[src/rtl/maxpool_2x2.sv]
// -----------------------------------------------------------------------------
// maxpool_2x2
//   Streaming 2x2, stride-2 max-pool stage placed directly after relu.
//   Pixels arrive in raster order from a first-word-fall-through FIFO. One
//   signed maximum is emitted per non-overlapping 2x2 window, in raster order
//   of the pooled image. Image position is tracked with column/row counters,
//   so no frame markers are needed.
//
//   A line buffer of WIDTH/2 entries holds the horizontal pair maxima of each
//   even row. On the following odd row, each pair maximum is combined with the
//   line-buffer entry for the same window to form the window result.
//
// Ports
//   clock           in   1       single clock, rising edge
//   reset           in   1       synchronous, active-high
//   fifo_in_rd_en   out  1       pop request to input FIFO (combinational)
//   fifo_in_dout    in   DWIDTH  signed input pixel, valid when !fifo_in_empty
//   fifo_in_empty   in   1       input FIFO empty
//   fifo_out_wr_en  out  1       push to output FIFO (from registered state)
//   fifo_out_din    out  DWIDTH  signed pooled pixel (registered)
//   fifo_out_full   in   1       output FIFO full
// -----------------------------------------------------------------------------
module maxpool_2x2 #(
    parameter int DWIDTH = 8,
    parameter int WIDTH  = 720,
    parameter int HEIGHT = 540
) (
    input  logic                     clock,
    input  logic                     reset,
    output logic                     fifo_in_rd_en,
    input  logic signed [DWIDTH-1:0] fifo_in_dout,
    input  logic                     fifo_in_empty,
    output logic                     fifo_out_wr_en,
    output logic signed [DWIDTH-1:0] fifo_out_din,
    input  logic                     fifo_out_full
);

    localparam int HALF = WIDTH / 2;
    localparam int CW   = (WIDTH > 2)  ? $clog2(WIDTH)  : 1;
    localparam int RW   = (HEIGHT > 2) ? $clog2(HEIGHT) : 1;
    localparam int LW   = (HALF > 1)   ? $clog2(HALF)   : 1;

    logic [CW-1:0]             col;
    logic [RW-1:0]             row;
    logic                      pend;
    logic signed [DWIDTH-1:0]  hold;
    logic signed [DWIDTH-1:0]  lbuf [HALF];

    logic [LW-1:0]             lidx;
    logic signed [DWIDTH-1:0]  pair_max;
    logic signed [DWIDTH-1:0]  quad_max;
    logic                      last_col;
    logic                      last_row;

    // Signed maximum; no width change, so no saturation is ever needed.
    function automatic logic signed [DWIDTH-1:0] smax(
        input logic signed [DWIDTH-1:0] a,
        input logic signed [DWIDTH-1:0] b
    );
        return (a > b) ? a : b;
    endfunction

    // A pending result that cannot be pushed stalls the input, so a fresh
    // result can never overwrite one that has not yet left.
    assign fifo_in_rd_en  = !reset && !fifo_in_empty && !(pend && fifo_out_full);
    assign fifo_out_wr_en = !reset && pend && !fifo_out_full;

    assign lidx     = LW'(col >> 1);
    assign pair_max = smax(hold, fifo_in_dout);
    assign quad_max = smax(lbuf[lidx], pair_max);
    assign last_col = (col == CW'(WIDTH - 1));
    assign last_row = (row == RW'(HEIGHT - 1));

    // ---- stage: position counters, pair hold, result register ----
    always_ff @(posedge clock) begin
        if (reset) begin
            col          <= '0;
            row          <= '0;
            pend         <= 1'b0;
            hold         <= '0;
            fifo_out_din <= '0;
        end else begin
            if (fifo_out_wr_en) begin
                pend <= 1'b0;
            end
            if (fifo_in_rd_en) begin
                if (!col[0]) begin
                    hold <= fifo_in_dout;
                end else if (row[0]) begin
                    // Bottom-right pixel of a window: a set here wins over
                    // the clear above, so a same-cycle push and new result
                    // keep the new result pending.
                    fifo_out_din <= quad_max;
                    pend         <= 1'b1;
                end
                if (last_col) begin
                    col <= '0;
                    row <= last_row ? '0 : row + 1'b1;
                end else begin
                    col <= col + 1'b1;
                end
            end
        end
    end

    // ---- stage: line buffer of even-row pair maxima ----
    // Never cleared: every entry is written on an even row before the odd
    // row reads it.
    always_ff @(posedge clock) begin
        if (fifo_in_rd_en && col[0] && !row[0]) begin
            lbuf[lidx] <= pair_max;
        end
    end

endmodule

[config.mk]
export PLATFORM = sky130hd
export DESIGN_NAME = maxpool_2x2
export DESIGN_NICKNAME = d
export VERILOG_FILES = /design/src/rtl/maxpool_2x2.sv
export SDC_FILE = /design/constraint.sdc
export NUM_CORES = 2
export LEC_CHECK = 0
export ABC_CLOCK_PERIOD_IN_PS = 15600
export CORE_UTILIZATION = 45
export DETAILED_ROUTE_END_ITERATION = 12
export PLACE_DENSITY = 0.6
export SETUP_SLACK_MARGIN = 0.3
export SLEW_MARGIN = 5
export SYNTH_ARGS = -nofsm -noshare
export SYNTH_HDL_FRONTEND = slang
export SYNTH_SLANG_ARGS = --single-unit
[constraint.sdc]
create_clock -name clock -period 15.6 [get_ports clock]
set_input_delay 2.34 -clock clock [delete_from_list [all_inputs] [get_ports clock]]
set_output_delay 2.34 -clock clock [all_outputs]
set_load 0.05 [all_outputs]
==> summary.md <==
| Metric | Value |
|---|---|
| NumNets Final | `between 5000 and 6000` |
| Crit path largest cell delay | `1.24 ns` |
| Startpoint types | `register` |
| Chip Width | `509.9 µm` |
| Largest family of logic cells by synthesized area | `multiplexers` |
| WL final | `approximately 330000 µm` |
| Number of port buffers | `21` |
| Leading area contributor after synthesis | `edfxtp_1` |
| WP depth | `17` |
| Pwr dens | `131.4 nW/µm²` |
| Critical path's slowest cell | `nor4_1` |
| Final Slew Violations | `2` |
| Min-Delay Path Class | `reg -> reg` |
| Initial antenna violation count | `18` |
| Worst R2R Path Depth | `17` |
| Net switching power | `approximately 3.7 mW` |
| Clock buffer depth | `4` |
| Clock root cell | `clkbuf_16` |
| First-pass GRT wire length | `around 460000 µm` |
| Lkg Pwr | `approximately 38 nW` |
| Hold Vio Cnt, Final | `0` |
| Clk slew on worst S/H paths | `0.07 ns` |
| Most common cell on crit path | `buf_4` |
| Synthesized Nets | `about 6000` |
| Sequential area share after synthesis | `approximately three quarters` |
| RSZ-0062 raised after global routing | `false` |
| Outcome | `finished with violations` |
| Xor-xnor portion of the synthesized cell area | `less than 1%` |
| CP Max Fanout | `46` |
| Fmax achieved | `0.1316 GHz` |
| Min-delay src | `row[1]` |
| PostCTS Resize Cnt | `0` |
| Final Cycle Share | `between 40 and 50%` |
| Top_reg_cell synth | `edfxtp_1` |
| Number of max-cap violations | `1` |
| Cell Chain, Critical Path | `buf_4, buf_4, buf_4, mux4_2, o21ai_0, a211oi_1, nor4_1, nor4_2, nor3_1, nor2_1, ha_1, nand4_1, o21ai_0, o22a_1, and2_1, nor2_2, a2111oi_2` |
| Synth Area in Adders | `less than 1%` |
| Routed len/inst | `34.33 µm` |
| Hold path depth | `2` |
| Comb power frac | `5.6%` |
| Largest net degree at the start of global routing | `~230` |
| Seq pwr share | `between 50% and 60%` |
| Proportion of layout cells with a drive suffix above 1 | `17.70%` |
| FFs w/ async S/R, synth | `0%` |
| Clk_skew | `slightly above 0.05 ns` |
| Top cells by count, synth | `edfxtp_1, mux4_2, nor2_1` |
| Avg Cell Area, Syn | `19.76 µm²` |
| Worst VDD drop | `a little over 0.00009 V` |
| CP Data Required Time | `16.43 ns` |
| Clk sinks | `approximately 2900` |
| Clock Power Share | `between 40% and 50%` |
| Number of global-route vias before repair | `slightly below 60000` |
| I/O pin count | `22` |
| Final setup viols | `0` |
| Hold_buf cts | `0` |
| Critical path class | `reg -> reg` |
| Die Y | `between 500 and 600 µm` |
| Share of the synthesized area in the top cell type | `74.50%` |
| CP Data Arrival Time | `roughly 8.4 ns` |
| Warnings from Yosys | `0` |
| Vias | `60440` |
| CTS Buf Count | `311` |
| Post-synth EDFFs | `roughly 2900` |
| Switching Fraction | `approximately 22%` |
| Slew @ Worst Pin | `about 1.6 ns` |
| Largest cells by area after synthesis | `edfxtp_1, mux4_2, mux2i_1` |
| Violated checks | `capacitance limit, slew limit` |
| CP bufs+invs | `3` |
| # DRC | `0` |
| Synth Register Bits | `~2900` |
| Starting density of the core | `between 40% and 50%` |
| Core Area | `256700 µm²` |
| Post-synth cell types | `80` |
| Routed Antenna Nets | `0` |
| 1st-pass router iterations | `5` |
| Syn Inst Count | `5875` |
| H-tree lvl count | `5` |
| Filler instances | `20500` |
| DR iter-0 viols | `between 8000 and 9000` |
| Total Die Area | `approximately 260000 µm²` |
| Gr usage total | `roughly 25%` |
| Relative slew slack | `-7.937%` |
| Multiplexer share of the synthesized area | `around 15%` |
| Cell with the most instances after synthesis | `edfxtp_1` |
| Synth Cell Area | `between 100000 and 150000 µm²` |
| Congestion Overflow GR | `0` |
| Total power | `16.88 mW` |
| Area growth syn-to-layout | `10.66%` |
| Clock latency on the worst-skew pair | `between 0.9 and 1 ns` |
| Compound-cell area share of the yosys netlist | `between 4 and 5%` |
| Post-Synth Simple-Gate Area | `3.244%` |
| Post-layout min period | `7.600 ns` |
| Setup_tns | `0 ns` |
| Row cnt | `~190` |
| TritonCTS clock tree | `built` |
| Internal Power | `about 13 mW` |
| RePlAce Congestion | `around 0.85` |
| Crit path max-delay family | `simple AND/OR/NAND/NOR gates` |
| DP HPWL | `190400 µm` |
| Vias per cell | `approximately 6.3` |
| Post-CTS setup buffer count | `0` |
| Critical path capture point type | `register` |
[per-stage QoR]
step | utilization (%) | cells | hold WS, ns | worst slack (ns) | instance area [µm²]
3_5_place_dp | 46.47 | 9035 | 0.4869 | 8.073 | 119300
5_1_grt | 50.05 | 9561 | 0.5242 | 8.041 | 128500
6_report | 50.05 | 9563 | 0.4968 | 8.000 | 128500
3_3_place_gp | 46.46 | 9034 | 0.4789 | 8.278 | 119300
2_1_floorplan | - | 5875 | 0.4660 | 0.07601 | 116100
4_1_cts | 50.04 | 9560 | 0.4988 | 8.320 | 128500
[layout make-up]
cell class              instances  area (µm²)  share of cell area (%)
inverters                      30       190.2                  0.1480
well taps                    3384        4234                   3.296
clock inverters               123       893.4                  0.6954
multi-input cells            2550       26110                   20.33
diodes                          3       7.507                0.005843
flip-flops and latches       2926       87430                   68.05
clock buffers                 402        8292                   6.454
repair buffers                145        1316                   1.025
[power groups by stage]
stage	clock (mW)	sequential (mW)	combinational (mW)
finish	6.89	9.05	0.946
global route	7.24	9.04	1.00
CTS	6.96	9.04	0.950
detailed placement	0	9.21	0.952
global placement	0	9.21	0.913
floorplan	0	9.38	0.578
[layout by cell type, fill, tap and decap left out, types with 27 or more instances in the layout]
master / count
clkbuf_16: 317
nand3_1: 60
o22ai_1: 27
buf_4: 110
dfxtp_1: 39
mux4_2: 485
nand2_1: 131
mux2i_1: 420
clkinv_2: 38
nor3_1: 33
nand2b_1: 34
a22oi_1: 80
mux4_1: 58
clkbuf_1: 81
nor2_1: 450
clkinv_1: 63
edfxtp_1: 2880
a21oi_1: 108
a221oi_1: 129
o21ai_0: 96
[worst reg2reg max path, stage by stage (launching register included)]
cell and delay [ns]:
dfxtp_4 0.71, buf_4 0.66, buf_4 0.64, buf_4 0.71, mux4_2 0.43, o21ai_0 0.51, a211oi_1 0.22, nor4_1 1.24
nor4_2 0.31, nor3_1 0.27, nor2_1 0.08, ha_1 0.35, nand4_1 0.09, o21ai_0 0.30, o22a_1 0.25, and2_1 0.27
nor2_2 0.08, a2111oi_2 0.36
[layer usage]
layer / vias up / part of all wire (%) / wire, µm / track usage [%]
li1: 24500 / - / - / -
met1: 32200 / 41 / 133300 / 36.10
met2: 3186 / 47 / 152700 / 38.92
met3: 549 / 9.4 / 30930 / 4.678
met4: 4 / 3.5 / 11330 / 8.452
met5: - / 0.0094 / 31 / 0
[logic make-up after synthesis]
group,count (synthesis)
flops,2926
mux,982
simple gates,855
compound gates,681
buf+inv,399
fa+ha+maj,18
xor+xnor,14
[registers in the layout (all words and copies together), names as in the netlist, named ones only]
| register | cells |
|---|---|
| lbuf | 2880 |
| col | 10 |
| row | 10 |
| fifo_out_din | 8 |
| hold | 8 |
| pend | 1 |
[path summary, 6_finish.rpt]
path                                   endpoint  slack, ns
worst max-delay path            fifo_out_din[5]       8.00
worst min-delay path                     row[1]       0.50
worst max register to register  fifo_out_din[5]       8.00
worst min register to register           row[1]       0.50
Power figures use the tool's default switching activity.
